## config.mk

```make
export PLATFORM = sky130hd
export DESIGN_NAME = booth_mul_arbiter_flat
export DESIGN_NICKNAME = d
export VERILOG_FILES = /design/src/rtl/booth_pkg.sv /design/src/rtl/booth_mul_arbiter_if.sv /design/src/rtl/rr_arbiter.sv /design/src/rtl/booth_mul_arbiter.sv /design/src/flat_wrapper.sv
export SDC_FILE = /design/constraint.sdc
export NUM_CORES = 1
export LEC_CHECK = 0
export ABC_AREA = 1
export CAP_MARGIN = 10
export CORE_MARGIN = 8
export CORE_UTILIZATION = 40
export CTS_BUF_LIST = sky130_fd_sc_hd__clkbuf_2
export CTS_CLUSTER_DIAMETER = 60
export CTS_CLUSTER_SIZE = 16
export DETAILED_ROUTE_END_ITERATION = 10
export GPL_TIMING_DRIVEN = 1
export PLACE_DENSITY_LB_ADDON = 0.3
export SLEW_MARGIN = 10
export SYNTH_ARGS = -nofsm -noshare
export SYNTH_HDL_FRONTEND = slang
export SYNTH_SLANG_ARGS = --single-unit
```

## constraint.sdc

```tcl
create_clock -name clk -period 3.4 [get_ports clk]
set_input_delay 0.34 -clock clk [delete_from_list [all_inputs] [get_ports clk]]
set_output_delay 0.34 -clock clk [all_outputs]
set_load 0.02 [all_outputs]
```

## src/rtl/booth_pkg.sv

```systemverilog
// Shared definitions for the Booth multiplier arbiter.
// Holds the controller state encoding, default parameter values and the
// round-robin slot helper used by the arbiter and the top level.
package booth_pkg;

  localparam int unsigned DEF_NREQ    = 4;
  localparam int unsigned DEF_WIDTH   = 8;
  localparam int unsigned DEF_TIMEOUT = 40;

  typedef enum logic [1:0] {
    ST_IDLE  = 2'd0,
    ST_ISSUE = 2'd1,
    ST_WAIT  = 2'd2,
    ST_RESP  = 2'd3
  } state_t;

  // Slot reached by stepping 'off' places from 'base' in a ring of 'n' slots.
  function automatic int unsigned rr_slot(input int unsigned base,
                                          input int unsigned off,
                                          input int unsigned n);
    return (base + off) % n;
  endfunction

endpackage

```

## src/rtl/booth_mul_arbiter_if.sv

```systemverilog
// Bus bundle between the requesters, the arbiter, the shared multiplier and
// the response consumer.
//   req_valid/req_a/req_b/req_ready    : request side, one lane per requester
//   mul_start/mul_m/mul_q              : issue to the multiplier
//   mul_done/mul_product               : completion from the multiplier
//   resp_valid/resp_ready/resp_id/
//   resp_product/resp_err              : tagged response
// slave  : arbiter view
// master : environment view (requesters, multiplier, consumer)
interface booth_mul_arbiter_if
  import booth_pkg::*;
#(
  parameter int unsigned NREQ  = DEF_NREQ,
  parameter int unsigned WIDTH = DEF_WIDTH
);

  localparam int unsigned IW = $clog2(NREQ);

  logic [NREQ-1:0]       req_valid;
  logic [NREQ*WIDTH-1:0] req_a;
  logic [NREQ*WIDTH-1:0] req_b;
  logic [NREQ-1:0]       req_ready;

  logic                  mul_start;
  logic [WIDTH-1:0]      mul_m;
  logic [WIDTH-1:0]      mul_q;
  logic                  mul_done;
  logic [2*WIDTH-1:0]    mul_product;

  logic                  resp_valid;
  logic                  resp_ready;
  logic [IW-1:0]         resp_id;
  logic [2*WIDTH-1:0]    resp_product;
  logic                  resp_err;

  modport slave (
    input  req_valid, req_a, req_b, mul_done, mul_product, resp_ready,
    output req_ready, mul_start, mul_m, mul_q,
           resp_valid, resp_id, resp_product, resp_err
  );

  modport master (
    output req_valid, req_a, req_b, mul_done, mul_product, resp_ready,
    input  req_ready, mul_start, mul_m, mul_q,
           resp_valid, resp_id, resp_product, resp_err
  );

endinterface

```

## src/rtl/rr_arbiter.sv

```systemverilog
// Combinational round-robin picker.
//   req_valid : per-requester request
//   ptr       : highest-priority slot this round
//   grant     : one-hot winner (all zero when nothing is requested)
//   grant_idx : index of the winner
//   any_valid : at least one request present
module rr_arbiter
  import booth_pkg::*;
#(
  parameter int unsigned NREQ = DEF_NREQ
) (
  input  logic [NREQ-1:0]         req_valid,
  input  logic [$clog2(NREQ)-1:0] ptr,
  output logic [NREQ-1:0]         grant,
  output logic [$clog2(NREQ)-1:0] grant_idx,
  output logic                    any_valid
);

  localparam int unsigned IW = $clog2(NREQ);

  logic found;

  // Walk the ring starting at ptr; the first active slot wins.
  always_comb begin
    grant     = '0;
    grant_idx = '0;
    found     = 1'b0;
    for (int unsigned i = 0; i < NREQ; i++) begin
      if (!found && req_valid[IW'(rr_slot(32'(ptr), i, NREQ))]) begin
        found = 1'b1;
        grant[IW'(rr_slot(32'(ptr), i, NREQ))] = 1'b1;
        grant_idx = IW'(rr_slot(32'(ptr), i, NREQ));
      end
    end
  end

  assign any_valid = |req_valid;

endmodule

```

## src/rtl/booth_mul_arbiter.sv

```systemverilog
// Shares one sequential Booth multiplier between NREQ requesters.
// Picks a requester round-robin, latches its operands, pulses mul_start,
// waits for mul_done under a watchdog and returns the product (or an error)
// tagged with the requester index.
//   clk, rst : clock and asynchronous active-high reset
//   bus      : request, multiplier and response signals (slave view)
// req_ready is combinational from req_valid and the round-robin pointer;
// every other output comes straight from a register.
module booth_mul_arbiter
  import booth_pkg::*;
#(
  parameter int unsigned NREQ    = DEF_NREQ,
  parameter int unsigned WIDTH   = DEF_WIDTH,
  parameter int unsigned TIMEOUT = DEF_TIMEOUT
) (
  input  logic               clk,
  input  logic               rst,
  booth_mul_arbiter_if.slave bus
);

  localparam int unsigned IW = $clog2(NREQ);
  localparam int unsigned CW = $clog2(TIMEOUT + 1);
  localparam int unsigned PW = 2 * WIDTH;

  state_t           state_q, state_d;
  logic [IW-1:0]    ptr_q, ptr_d;
  logic [CW-1:0]    cnt_q, cnt_d;
  logic [CW-1:0]    cnt_inc;
  logic             mul_start_q, mul_start_d;
  logic [WIDTH-1:0] op_m_q, op_m_d;
  logic [WIDTH-1:0] op_q_q, op_q_d;
  logic             resp_valid_q, resp_valid_d;
  logic [IW-1:0]    id_q, id_d;
  logic [PW-1:0]    prod_q, prod_d;
  logic             err_q, err_d;

  logic [NREQ-1:0]  grant;
  logic [IW-1:0]    grant_idx;
  logic             any_valid;

  rr_arbiter #(.NREQ(NREQ)) u_arb (
    .req_valid (bus.req_valid),
    .ptr       (ptr_q),
    .grant     (grant),
    .grant_idx (grant_idx),
    .any_valid (any_valid)
  );

  assign cnt_inc = cnt_q + CW'(1);

  // State and output registers.
  always_ff @(posedge clk or posedge rst) begin
    if (rst) begin
      state_q      <= ST_IDLE;
      ptr_q        <= '0;
      cnt_q        <= '0;
      mul_start_q  <= 1'b0;
      op_m_q       <= '0;
      op_q_q       <= '0;
      resp_valid_q <= 1'b0;
      id_q         <= '0;
      prod_q       <= '0;
      err_q        <= 1'b0;
    end else begin
      state_q      <= state_d;
      ptr_q        <= ptr_d;
      cnt_q        <= cnt_d;
      mul_start_q  <= mul_start_d;
      op_m_q       <= op_m_d;
      op_q_q       <= op_q_d;
      resp_valid_q <= resp_valid_d;
      id_q         <= id_d;
      prod_q       <= prod_d;
      err_q        <= err_d;
    end
  end

  // Next-state and next-output logic.
  always_comb begin
    state_d      = state_q;
    ptr_d        = ptr_q;
    cnt_d        = cnt_q;
    mul_start_d  = 1'b0;
    op_m_d       = op_m_q;
    op_q_d       = op_q_q;
    resp_valid_d = resp_valid_q;
    id_d         = id_q;
    prod_d       = prod_q;
    err_d        = err_q;

    case (state_q)
      ST_IDLE: begin
        // The winner always sees req_ready, so any request means a transfer.
        if (any_valid) begin
          op_m_d      = bus.req_a[grant_idx*WIDTH +: WIDTH];
          op_q_d      = bus.req_b[grant_idx*WIDTH +: WIDTH];
          id_d        = grant_idx;
          ptr_d       = IW'(rr_slot(32'(grant_idx), 1, NREQ));
          mul_start_d = 1'b1;
          state_d     = ST_ISSUE;
        end
      end

      ST_ISSUE: begin
        cnt_d   = '0;
        state_d = ST_WAIT;
      end

      ST_WAIT: begin
        // A done on the expiry cycle takes precedence over the watchdog.
        if (bus.mul_done) begin
          prod_d       = bus.mul_product;
          err_d        = 1'b0;
          resp_valid_d = 1'b1;
          state_d      = ST_RESP;
        end else if (cnt_inc == CW'(TIMEOUT - 1)) begin
          prod_d       = '0;
          err_d        = 1'b1;
          resp_valid_d = 1'b1;
          state_d      = ST_RESP;
        end else begin
          cnt_d = cnt_inc;
        end
      end

      ST_RESP: begin
        if (resp_valid_q && bus.resp_ready) begin
          resp_valid_d = 1'b0;
          state_d      = ST_IDLE;
        end
      end

      default: state_d = ST_IDLE;
    endcase
  end

  // Grants are only offered while idle and out of reset.
  assign bus.req_ready    = (state_q == ST_IDLE && !rst) ? grant : '0;
  assign bus.mul_start    = mul_start_q;
  assign bus.mul_m        = op_m_q;
  assign bus.mul_q        = op_q_q;
  assign bus.resp_valid   = resp_valid_q;
  assign bus.resp_id      = id_q;
  assign bus.resp_product = prod_q;
  assign bus.resp_err     = err_q;

endmodule
```

## src/flat_wrapper.sv

```systemverilog
// flat-port wrapper written by rule: the top's interface ports become plain ports
module booth_mul_arbiter_flat import booth_pkg::*;
#(
  parameter int unsigned NREQ    = DEF_NREQ,
  parameter int unsigned WIDTH   = DEF_WIDTH,
  parameter int unsigned TIMEOUT = DEF_TIMEOUT
)
  (clk, rst, bus_req_valid, bus_req_a, bus_req_b, bus_mul_done, bus_mul_product, bus_resp_ready, bus_req_ready, bus_mul_start, bus_mul_m, bus_mul_q, bus_resp_valid, bus_resp_id, bus_resp_product, bus_resp_err);
  booth_mul_arbiter_if #(.NREQ(NREQ), .WIDTH(WIDTH)) bus_i ();
  input  logic clk;
  input  logic rst;
  input wire logic [$bits(bus_i.req_valid)-1:0] bus_req_valid;
  input wire logic [$bits(bus_i.req_a)-1:0] bus_req_a;
  input wire logic [$bits(bus_i.req_b)-1:0] bus_req_b;
  input wire logic [$bits(bus_i.mul_done)-1:0] bus_mul_done;
  input wire logic [$bits(bus_i.mul_product)-1:0] bus_mul_product;
  input wire logic [$bits(bus_i.resp_ready)-1:0] bus_resp_ready;
  output wire logic [$bits(bus_i.req_ready)-1:0] bus_req_ready;
  output wire logic [$bits(bus_i.mul_start)-1:0] bus_mul_start;
  output wire logic [$bits(bus_i.mul_m)-1:0] bus_mul_m;
  output wire logic [$bits(bus_i.mul_q)-1:0] bus_mul_q;
  output wire logic [$bits(bus_i.resp_valid)-1:0] bus_resp_valid;
  output wire logic [$bits(bus_i.resp_id)-1:0] bus_resp_id;
  output wire logic [$bits(bus_i.resp_product)-1:0] bus_resp_product;
  output wire logic [$bits(bus_i.resp_err)-1:0] bus_resp_err;
  assign bus_i.req_valid = bus_req_valid;
  assign bus_i.req_a = bus_req_a;
  assign bus_i.req_b = bus_req_b;
  assign bus_i.mul_done = bus_mul_done;
  assign bus_i.mul_product = bus_mul_product;
  assign bus_i.resp_ready = bus_resp_ready;
  assign bus_req_ready = bus_i.req_ready;
  assign bus_mul_start = bus_i.mul_start;
  assign bus_mul_m = bus_i.mul_m;
  assign bus_mul_q = bus_i.mul_q;
  assign bus_resp_valid = bus_i.resp_valid;
  assign bus_resp_id = bus_i.resp_id;
  assign bus_resp_product = bus_i.resp_product;
  assign bus_resp_err = bus_i.resp_err;
  booth_mul_arbiter #(.NREQ(NREQ), .WIDTH(WIDTH), .TIMEOUT(TIMEOUT)) u_core (.clk(clk), .rst(rst), .bus(bus_i));
endmodule
```

== Yosys cells after proc, flatten, opt, wreduce, memory -nomap -nowiden ==
Index checks and enable logic that the tools add are counted.
Storage, ports and cells
  output and inout port bits: 41
  input port bits: 88
  logic and storage cells: 105
  flip-flop bits (word level): 47
Cells by class
  bitwise operators: 3
  multiplexer cells: 45
  reduce and logical (&&, ||, !) cells: 23
  order comparisons: 8
  shifts and indexed selects: 2
  $add $sub $neg: 5
  equality and inequality tests: 9
Operators by type and width (number)
  $shiftx 32x6->8: 2
  $mux 16: 2
  $mux 4: 5
  $mux 1: 17
  $mux 2: 8
  $lt 2x3->1 const B: 4
  $mux 6: 2
  $or 4x4->4: 3
  $pmux 6 s2: 1
  $logic_and 1x1->1: 9
  $reduce_and 3->1: 3
  $bmux 1 s2: 4
  $demux 1 s2: 4
  $ge 2x1->1 const B: 4
  $pmux 2 s4: 1
  $add 6x1->6 const B: 1
  $eq 6x6->1 const B: 1
  $reduce_bool 2->1: 3
  $add 2x1->2 const B: 2
  $add 2x2->2 const B: 2
  $eq 2x2->1 const B: 2
  $logic_not 1->1: 4
  $ne 2x1->1 const B: 2
  $ne 2x2->1 const B: 2
  6 further kinds: 7

== Logic depth before layout (Yosys ltp) ==
  word-level depth: 13
  mapped depth: 16
  depth with buffers taken out: 15

== Hierarchy ==
From an unflattened synthesis, not the netlist that was laid out.
Unflattened totals
  cell total of the unflattened synthesis: 430
  area total of the unflattened synthesis: 3084.2 sq um
Modules (own cells, without submodules)
  booth_mul_arbiter: times used 1, area each 2549.9 sq um, cells an instance 347, seq. area each 1176.1 sq um
  rr_arbiter: times used 1, area each 534.3 sq um, cells an instance 83, seq. area each 0.0 sq um

== Worst setup path after synthesis ==
Ideal clock, no wire load.
  kind: reg-to-reg
  start point: register u_core.ptr_q[1]
  end point: register u_core.ptr_q[1]
  data arrival time: 1.989 ns
  setup slack: 1.288 ns
  path buffers: 1
  library setup time: 0.123 ns
  required time: 3.277 ns
  stages on the path, launching flop included: 13
  cell sequence: dfrtp_1 inv_1 ha_1 inv_1 nand3_1 nand2_2 nor2_2 nor2_2 nand2_4 buf_2 nand3_1 o21ai_1 o21ai_1
Between the ends
  longest elaborated chain between the ends: 13
  elaborated cells on any way between the ends: 25
  classes of those cells: add/sub (4); mux (15); reduce/logical (6)
RTL lines
  start, declared: RTL line booth_mul_arbiter.sv:26  | logic [IW-1:0] ptr_q, ptr_d;
  start signal, assigned: RTL line booth_mul_arbiter.sv:66  | ptr_q <= ptr_d;
  branches (longest 11 deep; another with $add 2x1->2)
  $mux 2 (*): RTL line rr_arbiter.sv:29  | if (!found && req_valid[IW'(rr_slot(32'(ptr), i, NREQ))]) begin
  $add 2x1->2 (*): RTL line booth_pkg.sv:21  | return (base + off) % n;
Mark *: on every way between the ends. The select of a mux whose other input is x is not followed.
A chain may end at the register's enable or synchronous reset.

== Worst setup path in the final report ==
  start point: register u_core.ptr_q[1]
  end point: output port bus_req_ready[2]
Between the ends
  longest elaborated chain between the ends: 13
  elaborated cells on any way between the ends: 48
  classes of those cells: add/sub (3); order compare (8); mux (24); bitwise (3); reduce/logical (10)
RTL lines
  branches (longest 11 deep; another with $lt 2x3->1)
  $mux 4 (*): RTL line rr_arbiter.sv:29
  $mux 4 (*): RTL line booth_mul_arbiter.sv:138  | assign bus.req_ready = (state_q == ST_IDLE && !rst) ? grant : '0;
  end, declared: RTL line flat_wrapper.sv:18  | output wire logic [$bits(bus_i.req_ready)-1:0] bus_req_ready;
Marks and branches as above.

==> impl_metrics.py <==
metrics = {
    "routing": {
        "drc_errors": 0,
        "dr_total_vias": 3514,
        "avgViaCountPerCell": 4.787,
        "wl_per_cell_um": 13.56,
        "drtAntennaViolNets": 0,
        "drt-total-wl_mm": 9.953,
        "first_pass_iters": 5,
        "dr.first_iter.drc_count": 89,
    },
    "floorplanning": {
        "die_h_um": 107.4,
        "num_rows": 33,
        "die_w_um": 107.4,
        "initial_utilization_pct": 40.86,
        "io-pin-count": 129,
        "design.core.area_mm2": 0.008175,
        "die_area_mm2": 0.01153,
    },
    "global_route": {
        "grt-ovfl-total": 0,
        "antenna_violations_before_repair": 0,
        "via_count_of_the_first_global_routing_pass": 3662,
        "grt_util_all_layers_pct": 17.68,
        "grt_start_max_net_pins": 48,
        "global_route_wire_length_before_repair_mm": 17.00,
    },
    "worst_setup_path": {
        "rrSetupSlack_ns": 0.81,
        "timing.reg2reg.worst_path_depth": 14,
        "crit_path_end_kind": "output port",
        "worst-setup-path-type": "reg -> out",
        "endpoint_of_the_lowest_slack_register_to_register_path": "u_core.bus.mul_q[5]",
        "critical_path_peak_fanout": 9,
        "crit_chain": "clkinvlp_4, ha_4, inv_1, nand3_1, nand2_2, nor2_4, nand2_1, o211ai_1, o21ai_0, inv_1, clkdlybuf4s50_1",
        "start_kind": "flop",
        "r2r_start": "u_core.ptr_q[1]",
        "slowest_stage_cell_crit_path": "clkdlybuf4s50_1",
        "critical_path_arrival_ns": 2.82,
        "worst-endpoint-required_ns": 3.06,
        "crit_path_frequent_cell": "inv_1",
        "crit_path_max_incr_delay_ns": 0.59,
    },
    "timing": {
        "finalCriticalPeriod_ns": 3.164,
        "timing_max_transition_violations_final": 0,
        "rsz0062_at_grt": "no",
        "fmax_ghz": 0.3160,
        "clock-skew-final_ns": 0.02742,
        "final-setup-viol-count": 0,
        "finalHoldWorstSlack_ns": 0.3983,
        "layout_setup_ws_ns": 0.2358,
        "relSlewSlack_pct": 34.77,
        "hold_viol": 0,
        "final_min_period_over_clock_period_pct": 93.06,
        "timing_worst_slew_pin_value_ns": 0.9771,
        "fin_setup_tns_ns": 0,
    },
    "final_layout": {
        "final_nets": 729,
        "final_cell_mix": "nand2_1 (192), clkdlybuf4s50_1 (128), inv_1 (87)",
        "share_of_final_layout_standard_cells_stronger_than_drive_strength_1_pct": 5.882,
        "final_cell_count_no_fill": 734,
        "multi_input_comb_area_mm2": 0.001707,
        "layout.filler_cells": 811,
        "layout-area-overhead-vs-synth_pct": 43.15,
        "final_design_area_no_fill_mm2": 0.004782,
        "finalCoreUtilization_pct": 58.49,
        "antenna_cells": 0,
        "layout.area.seq_mm2": 0.001177,
        "layout.cells.most_common": "nand2_1",
    },
    "yosys": {
        "post_synth_top_flop": "dfrtp_1",
        "synthesis.yosys.warnings": 0,
        "synth_cell_types": 32,
        "synthesis.instances": 506,
        "synth-seq-cells": 47,
        "synthesis.area_mm2": 0.003341,
        "synth_async_sr_flop_share_pct": 100.0,
        "syn_nets": 607,
        "synth-edff-count": 0,
        "syn_area_per_cell_um2": 6.602,
        "yosysSeqAreaShare_pct": 35.21,
    },
    "power_and_ir_drop": {
        "maximum_vdd_ir_drop_mv": 0.4472,
        "p_leak_nw": 2.552,
        "switching_share_pct": 52.10,
        "clock_power_share_pct": 8.1,
        "power_density_mw_per_mm2": 984.9,
        "power.share.combinational_pct": 71.2,
        "intPower_mw": 2.256,
        "p_sw_mw": 2.454,
        "power_frac_seq_pct": 20.7,
        "finalPower_mw": 4.710,
    },
    "clock_network": {
        "tritoncts_num_sinks": 47,
        "cts_htree_levels": 2,
        "worst_setup_hold_path_clk_slew_ns": 0.26,
        "clk_latency_ns": 0.43,
        "cts.root.buffer_cell": "clkbuf_2",
        "tritoncts.num_buffers": 5,
        "postCtsHoldBufs": 0,
        "cts_tree": "built",
        "max-clock-path-buffers": 2,
    },
    "place": {
        "place.detailed.hpwl_mm": 7.768,
        "globalplace.congestion": 0.8732,
        "pre_cts_slack_ns": 0.5236,
        "dpl_cell_area_mm2": 0.004659,
        "dp_cells": 725,
        "place.port_buffers": 128,
    },
    "min_path": {
        "min-delay-path-class": "in -> reg",
        "whs_path_depth": 3,
        "hold_start": "bus_mul_product[14]",
        "holdPathEnd": "u_core.bus.resp_product[14]",
    },
    "run_status": {
        "outcome": "finished, final reports clean",
    },
    "run": {
        "drv_cap": 0,
    },
}
[synthesized netlist by cell type, drive strengths merged, types with 3 or more instances]
master | number | area share [%]
a22oi | 3 | 0.67
buf | 14 | 3.3
clkbuf | 4 | 0.45
dfrtp | 47 | 35
ha | 13 | 4.9
inv | 92 | 10
nand2 | 202 | 24
nand3 | 88 | 14
nor2 | 15 | 2.3
o211ai | 3 | 0.67
o21ai | 12 | 1.8
xor2 | 3 | 0.79
[cells by family after synthesis]
logic type | count (synthesis) | share of synthesized area (%)
AO/OA/AOI/OAI | 22 | 3.933
XOR/XNOR | 4 | 1.049
adder cells (fa/ha/maj) | 13 | 4.869
AND/OR/NAND/NOR | 309 | 40.71
buffers and inverters | 111 | 14.23
flip-flops | 47 | 35.21
[final cells by class]
type | instances | share of cell area [%]
Clock buffer | 5 | 0.5233
Clock inverter | 3 | 1.413
Inverter | 93 | 7.431
Multi-Input combinational cell | 348 | 35.69
Sequential cell | 47 | 24.62
Tap cell | 105 | 2.747
Timing Repair Buffer | 133 | 27.58
[worst max path at each step]
stage	startpoint	endpoint	slack [ns]	depth (start not counted)
2_1_floorplan	u_core.ptr_q[1]	u_core.ptr_q[1]	1.29	12
3_3_place_gp	u_core.ptr_q[1]	bus_req_ready[2]	0.66	11
3_5_place_dp	u_core.ptr_q[1]	bus_req_ready[2]	0.52	11
4_1_cts	u_core.ptr_q[1]	bus_req_ready[2]	0.006	11
5_1_grt	u_core.ptr_q[1]	bus_req_ready[1]	0.04	11
6_report	u_core.ptr_q[1]	bus_req_ready[2]	0.24	11
[flip-flops by register name, summed over array words and instances (netlist names)]
register / count
u_core.bus.resp_product: 16
u_core.bus.mul_m: 8
u_core.bus.mul_q: 8
u_core.cnt_q: 6
u_core.bus.resp_id: 2
u_core.ptr_q: 2
u_core.state_q: 2
u_core.bus.mul_start: 1
u_core.bus.resp_err: 1
u_core.bus.resp_valid: 1
[power groups by stage]
stage          Combinational [mW]  Sequential [mW]  Clock [mW]
6_report                     3.36            0.973       0.381
5_1_grt                      3.78             1.01       0.413
2_1_floorplan                2.16             1.22           0
3_5_place_dp                 3.32            0.984           0
4_1_cts                      3.33            0.977       0.395
3_3_place_gp                 3.25            0.978           0
[timing repair]
action	in CTS	in global routing
endpoints found under the setup margin	0	4
resized for setup	0	4
setup buffers	0	1
[layer usage]
metal  share of wire (%)  track usage, %  vias up
li1                    -               -     1783
met1                  41           20.51     1614
met2                  52           31.51       99
met3                 5.8           4.251       18
met4                 1.7           5.055        0
met5                   0               0        -
[worst max-delay path, delay by kind of cell (launching register included)]
kind                       cells  cell delay (ns)
buffers and inverters          4             0.93
AOI/OAI and AO/OA              2             0.21
and+or+nand+nor                4             0.46
adders and majority gates      1             0.36
DFF                            1             0.45
(Power assumes the default switching activity.)
